===== config.mk =====
export PLATFORM = sky130hd
export DESIGN_NAME = mc_ctrl_fsm_flat
export DESIGN_NICKNAME = d
export VERILOG_FILES = /design/src/rtl/mc_ctrl_if.sv /design/src/rtl/mc_ctrl_fsm.sv /design/src/flat_wrapper.sv
export SDC_FILE = /design/constraint.sdc
export NUM_CORES = 1
export LEC_CHECK = 0
export ABC_AREA = 1
export BUFFER_PORTS_ARGS = -buffer_cell sky130_fd_sc_hd__buf_2
export CAP_MARGIN = 20
export CORE_MARGIN = 2
export CORE_UTILIZATION = 57
export CTS_BUF_LIST = sky130_fd_sc_hd__clkbuf_4
export CTS_CLUSTER_SIZE = 28
export DETAILED_ROUTE_END_ITERATION = 10
export PLACE_DENSITY_LB_ADDON = 0.3
export SLEW_MARGIN = 20
export SYNTH_ARGS = -nofsm -noshare
export SYNTH_HDL_FRONTEND = slang
export SYNTH_SLANG_ARGS = --single-unit

===== constraint.sdc =====
create_clock -name clk -period 2.8 [get_ports clk]
set_clock_uncertainty 0.2 [all_clocks]
set_input_delay 0.56 -clock clk [delete_from_list [all_inputs] [get_ports clk]]
set_output_delay 0.56 -clock clk [all_outputs]
set_load 0.05 [all_outputs]

===== src/rtl/mc_ctrl_if.sv =====
// Handshake and control bundle between the multi-cycle control FSM and the datapath/memory.
// The control unit takes the master side; the datapath and memory take the slave side.
interface mc_ctrl_if #(
    parameter int ALUOP_W = 3
);
    logic [5:0]         op;
    logic [5:0]         funct;
    logic               zero;
    logic               overflow;
    logic               mem_ack;
    logic               mem_req;
    logic               mem_we;
    logic               pc_wr;
    logic               ir_wr;
    logic               gpr_wr;
    logic               alu_src;
    logic               byte_sel;
    logic [1:0]         gpr_dst;
    logic [1:0]         mem2reg;
    logic [1:0]         ext_op;
    logic [1:0]         npc_sel;
    logic [ALUOP_W-1:0] alu_op;
    logic               trap;
    logic [1:0]         trap_cause;
    logic [4:0]         state_o;

    modport master (
        input  op, funct, zero, overflow, mem_ack,
        output mem_req, mem_we, pc_wr, ir_wr, gpr_wr, alu_src, byte_sel,
               gpr_dst, mem2reg, ext_op, npc_sel, alu_op, trap, trap_cause, state_o
    );

    modport slave (
        output op, funct, zero, overflow, mem_ack,
        input  mem_req, mem_we, pc_wr, ir_wr, gpr_wr, alu_src, byte_sel,
               gpr_dst, mem2reg, ext_op, npc_sel, alu_op, trap, trap_cause, state_o
    );
endinterface


===== src/rtl/mc_ctrl_fsm.sv =====
// Multi-cycle MIPS32 control unit: state register, next-state logic, per-state control decode,
// memory req/ack wait states with bounded timeout, and a sticky trap for illegal ops / bus timeouts.
module mc_ctrl_fsm #(
    parameter int ALUOP_W     = 3,
    parameter int MEM_TIMEOUT = 16,
    parameter int BYTE_EN     = 1
) (
    input  logic         clk,
    input  logic         rst_n,
    mc_ctrl_if.master    bus
);
    localparam int CNT_W = (MEM_TIMEOUT > 0) ? $clog2(MEM_TIMEOUT + 1) : 1;
    localparam logic [CNT_W-1:0] CNT_LAST = CNT_W'((MEM_TIMEOUT > 0) ? (MEM_TIMEOUT - 1) : 0);

    typedef enum logic [4:0] {
        S_INIT     = 5'd0,  S_FETCH  = 5'd1,  S_DECODE = 5'd2,  S_EXE_R = 5'd3,
        S_WB_R     = 5'd4,  S_EXE_I  = 5'd5,  S_WB_I   = 5'd6,  S_MEM_ADDR = 5'd7,
        S_MEM_RD   = 5'd8,  S_MEM_WR = 5'd9,  S_MEM_WB = 5'd10, S_BEQ   = 5'd11,
        S_JUMP     = 5'd12, S_JAL    = 5'd13, S_JR     = 5'd14, S_TRAP  = 5'd15
    } state_e;

    typedef enum logic [3:0] {
        K_ADDU = 4'd0,  K_SUBU = 4'd1,  K_SLT = 4'd2,  K_JR  = 4'd3,
        K_ORI  = 4'd4,  K_ADDIU = 4'd5, K_ADDI = 4'd6, K_LUI = 4'd7,
        K_LW   = 4'd8,  K_SW   = 4'd9,  K_LB  = 4'd10, K_SB  = 4'd11,
        K_BEQ  = 4'd12, K_J    = 4'd13, K_JAL = 4'd14, K_ILL = 4'd15
    } kind_e;

    state_e             state_q, state_d;
    kind_e              kind_q, kind_s, kind_n;
    logic [CNT_W-1:0]   cnt_q, cnt_d;
    logic [1:0]         cause_q, cause_d;
    logic               trap_q;
    logic               wait_s, timeout_s;

    logic               mem_req_s, mem_we_s, pc_wr_s, gpr_wr_s, alu_src_s, byte_sel_s, ovf_gate_s;
    logic [1:0]         gpr_dst_s, mem2reg_s, ext_op_s, npc_sel_s;
    logic [ALUOP_W-1:0] alu_op_s;
    logic               mem_req_q, mem_we_q, pc_wr_q, gpr_wr_q, alu_src_q, byte_sel_q, ovf_gate_q;
    logic [1:0]         gpr_dst_q, mem2reg_q, ext_op_q, npc_sel_q;
    logic [ALUOP_W-1:0] alu_op_q;

    // Classify the live IR fields into an instruction kind.
    always_comb begin
        kind_s = K_ILL;
        case (bus.op)
            6'h00: begin
                case (bus.funct)
                    6'h21:   kind_s = K_ADDU;
                    6'h23:   kind_s = K_SUBU;
                    6'h2A:   kind_s = K_SLT;
                    6'h08:   kind_s = K_JR;
                    default: kind_s = K_ILL;
                endcase
            end
            6'h0D:   kind_s = K_ORI;
            6'h09:   kind_s = K_ADDIU;
            6'h08:   kind_s = K_ADDI;
            6'h0F:   kind_s = K_LUI;
            6'h23:   kind_s = K_LW;
            6'h2B:   kind_s = K_SW;
            6'h20:   kind_s = (BYTE_EN != 0) ? K_LB : K_ILL;
            6'h28:   kind_s = (BYTE_EN != 0) ? K_SB : K_ILL;
            6'h04:   kind_s = K_BEQ;
            6'h02:   kind_s = K_J;
            6'h03:   kind_s = K_JAL;
            default: kind_s = K_ILL;
        endcase
    end

    // Next-state, wait counter and trap cause; the decode is captured only while in DECODE.
    always_comb begin
        kind_n    = kind_q;
        state_d   = state_q;
        cause_d   = cause_q;
        wait_s    = (state_q == S_FETCH) || (state_q == S_MEM_RD) || (state_q == S_MEM_WR);
        timeout_s = (MEM_TIMEOUT != 0) && wait_s && !bus.mem_ack && (cnt_q == CNT_LAST);
        if (wait_s && !bus.mem_ack) begin
            cnt_d = cnt_q + CNT_W'(1);
        end else begin
            cnt_d = '0;
        end
        if (state_q == S_DECODE) begin
            kind_n = kind_s;
        end else begin
            kind_n = kind_q;
        end
        case (state_q)
            S_INIT:   state_d = S_FETCH;
            S_FETCH: begin
                if (timeout_s) begin
                    state_d = S_TRAP;
                    cause_d = 2'b10;
                end else if (bus.mem_ack) begin
                    state_d = S_DECODE;
                end else begin
                    state_d = S_FETCH;
                end
            end
            S_DECODE: begin
                case (kind_s)
                    K_ADDU, K_SUBU, K_SLT:        state_d = S_EXE_R;
                    K_JR:                         state_d = S_JR;
                    K_ORI, K_ADDIU, K_ADDI, K_LUI: state_d = S_EXE_I;
                    K_LW, K_SW, K_LB, K_SB:       state_d = S_MEM_ADDR;
                    K_BEQ:                        state_d = S_BEQ;
                    K_J:                          state_d = S_JUMP;
                    K_JAL:                        state_d = S_JAL;
                    default: begin
                        state_d = S_TRAP;
                        cause_d = 2'b01;
                    end
                endcase
            end
            S_EXE_R:  state_d = S_WB_R;
            S_EXE_I:  state_d = S_WB_I;
            S_MEM_ADDR: begin
                if ((kind_q == K_LW) || (kind_q == K_LB)) begin
                    state_d = S_MEM_RD;
                end else begin
                    state_d = S_MEM_WR;
                end
            end
            S_MEM_RD, S_MEM_WR: begin
                if (timeout_s) begin
                    state_d = S_TRAP;
                    cause_d = 2'b10;
                end else if (bus.mem_ack) begin
                    state_d = (state_q == S_MEM_RD) ? S_MEM_WB : S_FETCH;
                end else begin
                    state_d = state_q;
                end
            end
            S_WB_R, S_WB_I, S_MEM_WB, S_BEQ, S_JUMP, S_JAL, S_JR: state_d = S_FETCH;
            S_TRAP:   state_d = S_TRAP;
            default:  state_d = S_INIT;
        endcase
    end

    // Moore control values for the state being entered, so they leave the block registered.
    always_comb begin
        mem_req_s  = 1'b0;
        mem_we_s   = 1'b0;
        pc_wr_s    = 1'b0;
        gpr_wr_s   = 1'b0;
        alu_src_s  = 1'b0;
        byte_sel_s = 1'b0;
        gpr_dst_s  = 2'b00;
        mem2reg_s  = 2'b00;
        ext_op_s   = 2'b00;
        npc_sel_s  = 2'b00;
        alu_op_s   = ALUOP_W'(0);
        ovf_gate_s = (state_d == S_WB_I) && (kind_n == K_ADDI);
        case (state_d)
            S_FETCH:  mem_req_s = 1'b1;
            S_EXE_R: begin
                case (kind_n)
                    K_SUBU:  alu_op_s = ALUOP_W'(1);
                    K_SLT:   alu_op_s = ALUOP_W'(3);
                    default: alu_op_s = ALUOP_W'(0);
                endcase
            end
            S_WB_R: begin
                gpr_wr_s  = 1'b1;
                gpr_dst_s = 2'b01;
            end
            S_EXE_I: begin
                alu_src_s = 1'b1;
                case (kind_n)
                    K_ORI: begin
                        ext_op_s = 2'b00;
                        alu_op_s = ALUOP_W'(2);
                    end
                    K_LUI: begin
                        ext_op_s = 2'b10;
                        alu_op_s = ALUOP_W'(4);
                    end
                    default: begin
                        ext_op_s = 2'b01;
                        alu_op_s = ALUOP_W'(0);
                    end
                endcase
            end
            S_WB_I:   gpr_wr_s = 1'b1;
            S_MEM_ADDR: begin
                alu_src_s = 1'b1;
                ext_op_s  = 2'b01;
            end
            S_MEM_RD: begin
                mem_req_s  = 1'b1;
                byte_sel_s = (kind_n == K_LB);
            end
            S_MEM_WR: begin
                mem_req_s  = 1'b1;
                mem_we_s   = 1'b1;
                byte_sel_s = (kind_n == K_SB);
            end
            S_MEM_WB: begin
                gpr_wr_s  = 1'b1;
                mem2reg_s = 2'b01;
            end
            S_BEQ: begin
                alu_op_s  = ALUOP_W'(1);
                npc_sel_s = 2'b01;
            end
            S_JUMP: begin
                pc_wr_s   = 1'b1;
                npc_sel_s = 2'b10;
            end
            S_JAL: begin
                pc_wr_s   = 1'b1;
                gpr_wr_s  = 1'b1;
                gpr_dst_s = 2'b10;
                mem2reg_s = 2'b10;
                npc_sel_s = 2'b10;
            end
            S_JR: begin
                pc_wr_s   = 1'b1;
                npc_sel_s = 2'b11;
            end
            default: mem_req_s = 1'b0;
        endcase
    end

    // State, latched decode, wait counter, trap and registered control outputs.
    always_ff @(posedge clk or negedge rst_n) begin
        if (!rst_n) begin
            state_q    <= S_INIT;
            kind_q     <= K_ILL;
            cnt_q      <= '0;
            cause_q    <= 2'b00;
            trap_q     <= 1'b0;
            mem_req_q  <= 1'b0;
            mem_we_q   <= 1'b0;
            pc_wr_q    <= 1'b0;
            gpr_wr_q   <= 1'b0;
            alu_src_q  <= 1'b0;
            byte_sel_q <= 1'b0;
            ovf_gate_q <= 1'b0;
            gpr_dst_q  <= 2'b00;
            mem2reg_q  <= 2'b00;
            ext_op_q   <= 2'b00;
            npc_sel_q  <= 2'b00;
            alu_op_q   <= ALUOP_W'(0);
        end else begin
            state_q    <= state_d;
            kind_q     <= kind_n;
            cnt_q      <= cnt_d;
            cause_q    <= cause_d;
            trap_q     <= (state_d == S_TRAP);
            mem_req_q  <= mem_req_s;
            mem_we_q   <= mem_we_s;
            pc_wr_q    <= pc_wr_s;
            gpr_wr_q   <= gpr_wr_s;
            alu_src_q  <= alu_src_s;
            byte_sel_q <= byte_sel_s;
            ovf_gate_q <= ovf_gate_s;
            gpr_dst_q  <= gpr_dst_s;
            mem2reg_q  <= mem2reg_s;
            ext_op_q   <= ext_op_s;
            npc_sel_q  <= npc_sel_s;
            alu_op_q   <= alu_op_s;
        end
    end

    // Only the fetch strobes, the branch decision and the addi overflow veto see live inputs.
    assign bus.pc_wr      = pc_wr_q || ((state_q == S_FETCH) && bus.mem_ack)
                                    || ((state_q == S_BEQ) && bus.zero);
    assign bus.ir_wr      = (state_q == S_FETCH) && bus.mem_ack;
    assign bus.gpr_wr     = gpr_wr_q && !(ovf_gate_q && bus.overflow);
    assign bus.mem_req    = mem_req_q;
    assign bus.mem_we     = mem_we_q;
    assign bus.alu_src    = alu_src_q;
    assign bus.byte_sel   = byte_sel_q;
    assign bus.gpr_dst    = gpr_dst_q;
    assign bus.mem2reg    = mem2reg_q;
    assign bus.ext_op     = ext_op_q;
    assign bus.npc_sel    = npc_sel_q;
    assign bus.alu_op     = alu_op_q;
    assign bus.trap       = trap_q;
    assign bus.trap_cause = cause_q;
    assign bus.state_o    = state_q;
endmodule


===== src/flat_wrapper.sv =====
// flat-port wrapper written by rule: the top's interface ports become plain ports
module mc_ctrl_fsm_flat 
#(
    parameter int ALUOP_W     = 3,
    parameter int MEM_TIMEOUT = 16,
    parameter int BYTE_EN     = 1
)
  (clk, rst_n, bus_op, bus_funct, bus_zero, bus_overflow, bus_mem_ack, bus_mem_req, bus_mem_we, bus_pc_wr, bus_ir_wr, bus_gpr_wr, bus_alu_src, bus_byte_sel, bus_gpr_dst, bus_mem2reg, bus_ext_op, bus_npc_sel, bus_alu_op, bus_trap, bus_trap_cause, bus_state_o);
  mc_ctrl_if #(.ALUOP_W(ALUOP_W)) bus_i ();
  input  logic clk;
  input  logic rst_n;
  input wire logic [$bits(bus_i.op)-1:0] bus_op;
  input wire logic [$bits(bus_i.funct)-1:0] bus_funct;
  input wire logic [$bits(bus_i.zero)-1:0] bus_zero;
  input wire logic [$bits(bus_i.overflow)-1:0] bus_overflow;
  input wire logic [$bits(bus_i.mem_ack)-1:0] bus_mem_ack;
  output wire logic [$bits(bus_i.mem_req)-1:0] bus_mem_req;
  output wire logic [$bits(bus_i.mem_we)-1:0] bus_mem_we;
  output wire logic [$bits(bus_i.pc_wr)-1:0] bus_pc_wr;
  output wire logic [$bits(bus_i.ir_wr)-1:0] bus_ir_wr;
  output wire logic [$bits(bus_i.gpr_wr)-1:0] bus_gpr_wr;
  output wire logic [$bits(bus_i.alu_src)-1:0] bus_alu_src;
  output wire logic [$bits(bus_i.byte_sel)-1:0] bus_byte_sel;
  output wire logic [$bits(bus_i.gpr_dst)-1:0] bus_gpr_dst;
  output wire logic [$bits(bus_i.mem2reg)-1:0] bus_mem2reg;
  output wire logic [$bits(bus_i.ext_op)-1:0] bus_ext_op;
  output wire logic [$bits(bus_i.npc_sel)-1:0] bus_npc_sel;
  output wire logic [$bits(bus_i.alu_op)-1:0] bus_alu_op;
  output wire logic [$bits(bus_i.trap)-1:0] bus_trap;
  output wire logic [$bits(bus_i.trap_cause)-1:0] bus_trap_cause;
  output wire logic [$bits(bus_i.state_o)-1:0] bus_state_o;
  assign bus_i.op = bus_op;
  assign bus_i.funct = bus_funct;
  assign bus_i.zero = bus_zero;
  assign bus_i.overflow = bus_overflow;
  assign bus_i.mem_ack = bus_mem_ack;
  assign bus_mem_req = bus_i.mem_req;
  assign bus_mem_we = bus_i.mem_we;
  assign bus_pc_wr = bus_i.pc_wr;
  assign bus_ir_wr = bus_i.ir_wr;
  assign bus_gpr_wr = bus_i.gpr_wr;
  assign bus_alu_src = bus_i.alu_src;
  assign bus_byte_sel = bus_i.byte_sel;
  assign bus_gpr_dst = bus_i.gpr_dst;
  assign bus_mem2reg = bus_i.mem2reg;
  assign bus_ext_op = bus_i.ext_op;
  assign bus_npc_sel = bus_i.npc_sel;
  assign bus_alu_op = bus_i.alu_op;
  assign bus_trap = bus_i.trap;
  assign bus_trap_cause = bus_i.trap_cause;
  assign bus_state_o = bus_i.state_o;
  mc_ctrl_fsm #(.ALUOP_W(ALUOP_W), .MEM_TIMEOUT(MEM_TIMEOUT), .BYTE_EN(BYTE_EN)) u_core (.clk(clk), .rst_n(rst_n), .bus(bus_i));
endmodule

==> results list, run 1 <==
* Peak supply drop: 0.0004965 V
- Summed over its instances, the top area cell type makes up 32.66% of the synthesized netlist area.
- Average instance area after synthesis: 7.286 µm²
- Num ports: 43
- Setup repair after global routing left no endpoint under its margin.
- Storage element area: 830.8 µm²
- Worst Tran Pin Value: 0.7230 ns
- Counting flops and latches in the post-synthesis netlist gives 33.
- Setup TNS Final: 0 ns
- CTS built an H-tree with a depth of 2.
* Global-route wire length before repair: 8176 µm
* Async set or reset register ratio after synthesis: 100.0%
- The layer flagged by global routing as most heavily used is met2.
- DRC violations left: 0
* Maximum buffer depth of the clock tree: 2
* Startpoint types: flip-flop
* Net count reported at finish: 370
- Vertical die dimension: 66.44 µm
- Overall fraction of global-route tracks in use: 24.35%
- For met1 alone, demand over resource in global routing was 33.63%.
- After synthesis, the most frequently instantiated cells are 79 x sky130_fd_sc_hd__nand2_1, 41 x sky130_fd_sc_hd__nor2_1, 34 x sky130_fd_sc_hd__inv_1.
- Post-DP HPWL: 3723 µm
- The clock period could shrink to 2.503 ns.
* Path type of the worst setup path: flip-flop to output pin
- Average wire length per cell after detail routing: 11.88 µm
- Via density per instance: 5.105
- Entering global routing, the biggest net connects 34 pins.
- The number of nets in the synthesized netlist is 324.
- The initial antenna violation count is 0.
- Final worst path period share: 89.38%
* Static power due to leakage: 1.416 nW
- Classification of the worst-slack hold path: input port to async pin
- The worst register-to-register path begins at u_core.bus.state_o[0]$_DFF_PN0_.
- Aggregate routed wire length: 4750 µm
* Sequential area share after synthesis: 37.39%
- Once the clock tree was built, the setup fixing pass inserted 0 buffers.
- The detail route stage leaves a number of antenna-violating nets equal to 0.
- The synthesized netlist occupies a cell area of 0.002222 mm².
* Leading post-synthesis cells by cell area: sky130_fd_sc_hd__dfrtp_1 33%, sky130_fd_sc_hd__nand2_1 13%, sky130_fd_sc_hd__nand3_1 7.0%
- The Yosys step of the flow raised 0 warnings.
* Number of clock sinks seen by CTS: 33
* Antenna fix cells: 0
* Number of maximum-capacitance violations: 0
- Fmax: 399.6 MHz
* Initial detailed-routing violation count: 141
- Across all hold checks on the routed design, the worst slack comes to 0.04814 ns.
- Hold repair after CTS inserted 0 buffers.
- Cell count after placement: 392
- Detailed-router iteration count before antenna repair: 4
- Clock-pin slew was measured on the worst setup and hold paths at 0.11 ns.
- The tree is rooted in a sky130_fd_sc_hd__clkbuf_4.
* Aggregate global routing overflow: 0
* Floorplan core area: 0.003716 mm²
* Register-to-Register Path Depth: 11
- Number of vias after detailed routing: 2042
- The flow ran to the end, and the final reports show no timing, DRC or antenna violations.
- Most common cell in the netlist: sky130_fd_sc_hd__nand2_1
* Top cell type by total area after synthesis: sky130_fd_sc_hd__dfrtp_1
* Yosys cell types: 37
* Number of instances in the synthesized netlist: 305
- Worst reg2reg endpoint: u_core.bus.ext_op[0]$_DFF_PN0_
- Setup violations remaining at the end of the flow were counted as 0.
* Endpoints failing hold: 0
* Count of flip-flops with a built-in enable after synthesis: 0
* Synthesis-to-finish area growth: 13.40%
* Final std cells w/o fill: 400
- The floorplan has 22 rows.
* Die area: 0.004414 mm²
* Area occupied by multi-input gates: 0.001184 mm²
* Die X-Extent: 66.44 µm
- Max-Slew Margin vs Limit: 51.80%
- Sort of element at the end of the critical path: output pin
* Final-layout fill cell count: 326
- The most used flip-flop cell after synthesis is sky130_fd_sc_hd__dfrtp_1.
* Largest fanout of any net on the critical path: 6
- Port buffering added 42 buffers.
* Worst EP arrival: 1.74 ns
- Number of gates resized after cts: 0
- TritonCTS built the clock tree.
- Clock network latency to the later pin of the worst-skew pair: 0.35 ns
* Number of global-route vias before repair: 1894
* Pins over their slew limit: 0
- The post-route netlist has 30.68% of its cells at a drive strength greater than 1.
* Power density normalized to cell area: 678.9 mW/mm²
- GR Layer Usage met2: 39.38%
- Routability-driven placement finished with a final weighted congestion of 0.9011.
- Initial core utilization: 59.80%
- For the worst setup path, the data required time is 2.04 ns.
- R2R Setup Slk: 0.49 ns
- TritonCTS Buffers: 5
- Global routing used 4.259% of the available met3 tracks.
cell usage in the layout, fill, tap and decap left out, types with 3 or more instances in the layout:
master and n:
sky130_fd_sc_hd__buf_2 42, sky130_fd_sc_hd__inv_1 34, sky130_fd_sc_hd__nand4_1 3, sky130_fd_sc_hd__nand3_2 9
sky130_fd_sc_hd__dfstp_2 4, sky130_fd_sc_hd__nor2_1 40, sky130_fd_sc_hd__a21oi_2 4, sky130_fd_sc_hd__nor2_4 6
sky130_fd_sc_hd__a21oi_1 5, sky130_fd_sc_hd__dfrtp_1 29, sky130_fd_sc_hd__nor2_2 10, sky130_fd_sc_hd__nand3_1 31
sky130_fd_sc_hd__nand2_1 79, sky130_fd_sc_hd__nor3_1 4, sky130_fd_sc_hd__inv_2 10, sky130_fd_sc_hd__nand2_2 6
sky130_fd_sc_hd__clkbuf_4 5
sequential cells by signal, indices dropped and copies added, names as in the netlist:
name and count:
u_core.kind_q 4, u_core.bus.mem2reg 1, u_core.ovf_gate_q 1, u_core.bus.alu_op 3
u_core.bus.byte_sel 1, u_core.bus.trap 1, u_core.bus.npc_sel 2, u_core.bus.trap_cause 2
u_core.bus.ext_op 2, u_core.cnt_q 5, u_core.bus.alu_src 1, u_core.gpr_wr_q 1
u_core.bus.mem_req 1, u_core.bus.mem_we 1, u_core.bus.state_o 5, u_core.bus.gpr_dst 2
worst max-delay path by stage:
stage,from,end,slack (ns),cells after the start
after floorplan,u_core.bus.state_o[2]$_DFF_PN0_,bus_pc_wr,0.05,4
after global placement,bus_op[5],u_core.bus.ext_op[0]$_DFF_PN0_,0.23,13
after detailed placement,bus_op[5],u_core.bus.ext_op[0]$_DFF_PN0_,0.18,13
after CTS,u_core.bus.state_o[0]$_DFF_PN0_,bus_pc_wr,0.33,4
after global routing,u_core.bus.state_o[0]$_DFF_PN0_,bus_pc_wr,0.24,4
final,u_core.bus.state_o[0]$_DFF_PN0_,bus_pc_wr,0.30,4
worst max-delay path, cell delays in order, from the launching register on:
cell,delay [ns]
sky130_fd_sc_hd__dfrtp_1,0.50
sky130_fd_sc_hd__nand2_1,0.11
sky130_fd_sc_hd__nor2_1,0.31
sky130_fd_sc_hd__a311o_1,0.23
sky130_fd_sc_hd__buf_2,0.25
stage by stage:
step / area, µm² / total power (W) / util [%] / worst slack, ns
after floorplan: 2225 / 0.001267 / - / 0.04971
after global placement: 2465 / 0.001428 / 66.33 / 0.2327
after detailed placement: 2465 / 0.001446 / 66.33 / 0.1768
after CTS: 2520 / 0.001716 / 67.81 / 0.3272
after global routing: 2520 / 0.001831 / 67.81 / 0.2418
final: 2520 / 0.001711 / 67.81 / 0.2974
where the power goes:
group          internal, W  switching [W]
sequential        0.000573      0.0000604
combinational     0.000219       0.000588
clock            0.0000946       0.000175
total             0.000887       0.000824
cells by family after synthesis:
kind of cell | after synthesis | share of synthesized area [%]
compound gates | 18 | 5.518
other cells | 1 | 0.1688
fa+ha+maj | 2 | 1.126
simple gates | 200 | 45.95
xor+xnor | 1 | 0.3942
flops | 33 | 37.39
buf+inv | 50 | 9.459
per-layer routing:
layer | part of all wire [%] | vias to the layer above | routed length, µm
met5 | 0 | - | 0
met4 | 1.4 | 0 | 65
li1 | - | 1048 | -
met1 | 48 | 935 | 2287
met2 | 46 | 48 | 2190
met3 | 4.3 | 11 | 206
cell type report:
cell class | count | share of cell area [%]
Sequential cell | 33 | 32.97
Clock buffer | 5 | 1.490
Multi-Input combinational cell | 222 | 46.97
Tap cell | 48 | 2.383
Timing Repair Buffer | 43 | 8.640
Clock inverter | 3 | 0.6951
Inverter | 46 | 6.852
No activity file was read; power rests on OpenSTA's default activity.
==> run 2, diff against run 1 <==
--- a/config.mk
+++ b/config.mk
@@ -11,4 +11,4 @@
 export CORE_MARGIN = 2
-export CORE_UTILIZATION = 57
-export CTS_BUF_LIST = sky130_fd_sc_hd__clkbuf_4
+export CORE_UTILIZATION = 55
+export CTS_BUF_LIST = sky130_fd_sc_hd__clkbuf_8 sky130_fd_sc_hd__clkbuf_16
 export CTS_CLUSTER_SIZE = 28
==> constraint.sdc (replaced) <==
create_clock -name clk -period 2.8 [get_ports clk]
set_clock_uncertainty 0.2 [all_clocks]
set_input_delay 0.84 -clock clk [delete_from_list [all_inputs] [get_ports clk]]
set_output_delay 0.84 -clock clk [all_outputs]
set_load 0.05 [all_outputs]
==> results list, run 2 (same netlist as run 1, synthesis figures left out) <==
* Number of antenna-violating nets in the routed design: 0 (unchanged)
- Final-layout fill cell count: 337 (was 326)
* Number of clock sinks seen by CTS: 33 (unchanged)
* Num ports: 43 (unchanged)
- The routed via count came to 2037 (was 2042).
- The global-route usage over all layers was 23.49% (was 24.35%).
- The largest fanout on the critical path came to 7 (was 6).
* Floorplan core area: 0.003943 mm² (was 0.003716 mm²)
- The ratio of final minimum period to clock period came to 95.66% (was 89.38%).
- Commonest cells after routing, fill and taps aside: 79 x sky130_fd_sc_hd__nand2_1, 42 x sky130_fd_sc_hd__buf_2, 40 x sky130_fd_sc_hd__nor2_1, 34 x sky130_fd_sc_hd__inv_1, 31 x sky130_fd_sc_hd__nand3_1 (unchanged)
- HP Start: u_core.cnt_q[0]$_DFF_PN0_
- Most frequent standard cell in the layout excluding fill and tap cells: sky130_fd_sc_hd__nand2_1 (unchanged)
* Fraction of final layout cells sized beyond drive strength 1: 31.74% (was 30.68%)
* Power density normalized to cell area: 695.5 mW/mm² (was 678.9 mW/mm²)
- Endpoints failing hold: 0 (unchanged)
- The leakage power summed over all cells was 1.451 nW (was 1.416 nW).
- Initial detailed-routing violation count: 181 (was 141)
- The met1 routed wirelength after detailed routing was 2201 µm (was 2287 µm).
- Power, Total: 0.001798 W (was 0.001711 W)
- The accumulated negative setup slack was 0 ns (unchanged).
- R2R Setup Slk: 0.54 ns (was 0.49 ns)
* Final std cells w/o fill: 406 (was 400)
* Number of gates resized after cts: 0 (unchanged)
- Number of setup violations in the final report: 0 (unchanged)
- Die X-Extent: 67.56 µm (was 66.44 µm)
- The buffer type at the clock tree root is sky130_fd_sc_hd__clkbuf_8 (was sky130_fd_sc_hd__clkbuf_4).
* Post-DP HPWL: 3691 µm (was 3723 µm)
- The net count reported at finish was 374 (was 370).
- Total length of routed met2 wires: 2242 µm (was 2190 µm)
* Unrepaired setup endpoints after global routing: no (unchanged)
- The total global routing overflow came to 0 (unchanged).
* Number of antenna violations at the first check in global routing: 0 (unchanged)
- The post-placement cell area is 0.002499 mm² (was 0.002465 mm²).
- The critical register-to-register path endpoint is u_core.bus.alu_op[0]$_DFF_PN0_ (was u_core.bus.ext_op[0]$_DFF_PN0_).
- Detailed-routed wire length on met3: 241 µm (was 206 µm)
* CTS clock-pin slew for the worst setup and hold paths: 0.07 ns (was 0.11 ns)
- Clock tree from TritonCTS: yes (unchanged)
* Number of buffers inserted by hold repair at cts: 0 (unchanged)
- Clock network latency to the later pin of the worst-skew pair: 0.28 ns (was 0.35 ns)
* Synthesis-to-finish area growth: 16.33% (was 13.40%)
- Final min period: 2.678 ns (was 2.503 ns)
- The number of global-route vias before repair was 1938 (was 1894).
- The number of buffers created by CTS is 5 (unchanged).
- The first-pass GRT wire length came to 8252 µm (was 8176 µm).
* Port Buf Inserts: 42 (unchanged)
* Classification of the worst-slack hold path: flip-flop to flip-flop (was input port to async pin)
* Finished layout cell area: 0.002585 mm² (was 0.002520 mm²)
- Startpoint types: flip-flop (unchanged)
* Max-Slew Margin vs Limit: 53.82% (was 51.80%)
* Aggregate routed wire length: 4723 µm (was 4750 µm)
- The deepest clock path buffer count is 2 (unchanged).
- Highest routed layer: met4 (unchanged)
- The initial core utilization was 56.36% (was 59.80%).
- Buffers inserted during post-CTS setup optimization: 0 (unchanged)
- Endpoint required time on the critical path: 1.76 ns (was 2.04 ns)
- Status: finished clean (unchanged)
- DRC violations left: 0 (unchanged)
- Die area: 0.004564 mm² (was 0.004414 mm²)
- Pin count of the biggest net entering global routing: 34 (unchanged)
- The post-detailed-route via-to-cell ratio was 5.017 (was 5.105).
- WHS Endpoint: u_core.cnt_q[0]$_DFF_PN0_
* Average wire length per cell after detail routing: 11.63 µm (was 11.88 µm)
- The max-capacitance violation count is 0 (unchanged).
- Counting instances, the worst hold path has a depth of 1.
- Cell count after placement: 398 (was 392)
- Vertical die dimension: 67.56 µm (was 66.44 µm)
- Total number of placement rows: 23 (was 22)
- Detailed-router iteration count before antenna repair: 4 (unchanged)
- Fmax: 373.4 MHz (was 399.6 MHz)
* Register-to-Register Path Depth: 10 (was 11)
* Antenna fix cells: 0 (unchanged)
- Path type of the worst setup path: flip-flop to output pin (unchanged)
- Worst Tran Pin Value: 0.6928 ns (was 0.7230 ns)
- Pins over their slew limit: 0 (unchanged)
* Sort of element at the end of the critical path: output pin (unchanged)
- Worst EP arrival: 1.64 ns (was 1.74 ns)
- Routability cong.: 0.9519 (was 0.9011)
* Worst-case hold slack: 0.2614 ns (was 0.04814 ns)
- The worst reg2reg path startpoint was u_core.bus.state_o[0]$_DFF_PN0_ (unchanged).
- The peak supply drop is 0.0004830 V (was 0.0004965 V).
- The H-tree depth came to 2 (unchanged).
## run 2: changes by cell type in the layout (fill, tap and decap cells not counted)
| cell | change |
|---|---|
| sky130_fd_sc_hd__clkbuf_4 | -5 |
| sky130_fd_sc_hd__clkbuf_8 | +5 |
| sky130_fd_sc_hd__a311o_1 | -1 |
| sky130_fd_sc_hd__a21boi_0 | -1 |
| sky130_fd_sc_hd__buf_4 | +4 |
| sky130_fd_sc_hd__a311o_2 | +1 |
| sky130_fd_sc_hd__a21boi_1 | +1 |
## run 2: cell type report
class / count / area, µm² / area share [%]
sequential: 33 / 830.8 / 32.14
timing repair buffer: 47 / 247.7 / 9.584
clock inverter: 3 / 17.52 / 0.6776
tap: 50 / 62.56 / 2.420
inverter: 46 / 172.7 / 6.680
multi-input combinational: 222 / 1185 / 45.84
clock buffer: 5 / 68.82 / 2.662
## run 2: how the worst max path moves through the flow
stage,depth (start not counted),slack (ns),start,endpoint
CTS,5,0.11,u_core.bus.state_o[2]$_DFF_PN0_,bus_pc_wr
finish,5,0.12,u_core.bus.state_o[2]$_DFF_PN0_,bus_pc_wr
detailed placement,13,0.07,bus_op[5],u_core.gpr_wr_q$_DFF_PN0_
global route,5,0.05,u_core.bus.state_o[2]$_DFF_PN0_,bus_pc_wr
floorplan,4,-0.07,u_core.bus.state_o[2]$_DFF_PN0_,bus_pc_wr
global placement,13,0.08,bus_op[5],u_core.gpr_wr_q$_DFF_PN0_
## run 2: report_power, final
group	switching, W	total, W	leakage [nW]	internal (W)
Sequential	0.0000591	0.000633	0.436	0.000574
Clock	0.000172	0.000343	0.0439	0.000171
Combinational	0.000588	0.000821	0.971	0.000233
## run 2: worst max-delay path: stages, from the launching register on
cell	delay (ns)
sky130_fd_sc_hd__dfrtp_1	0.50
sky130_fd_sc_hd__nor2_4	0.19
sky130_fd_sc_hd__nand3_2	0.12
sky130_fd_sc_hd__nor2_2	0.17
sky130_fd_sc_hd__a311o_2	0.13
sky130_fd_sc_hd__buf_2	0.25
## run 2: metrics by stage
step / util (%) / setup slack, ns
final: 65.57 / 0.1216
after global routing: 65.57 / 0.05144
after CTS: 65.57 / 0.1100
after detailed placement: 63.38 / 0.07015
after global placement: 63.38 / 0.08266
after floorplan: - / -0.06798
## run 2: per-layer routing
layer / up-vias / GRT usage [%]
met5: - / 0
met4: 0 / 7.398
li1: 1055 / -
met3: 6 / 5.500
met1: 924 / 30.18
met2: 52 / 38.97
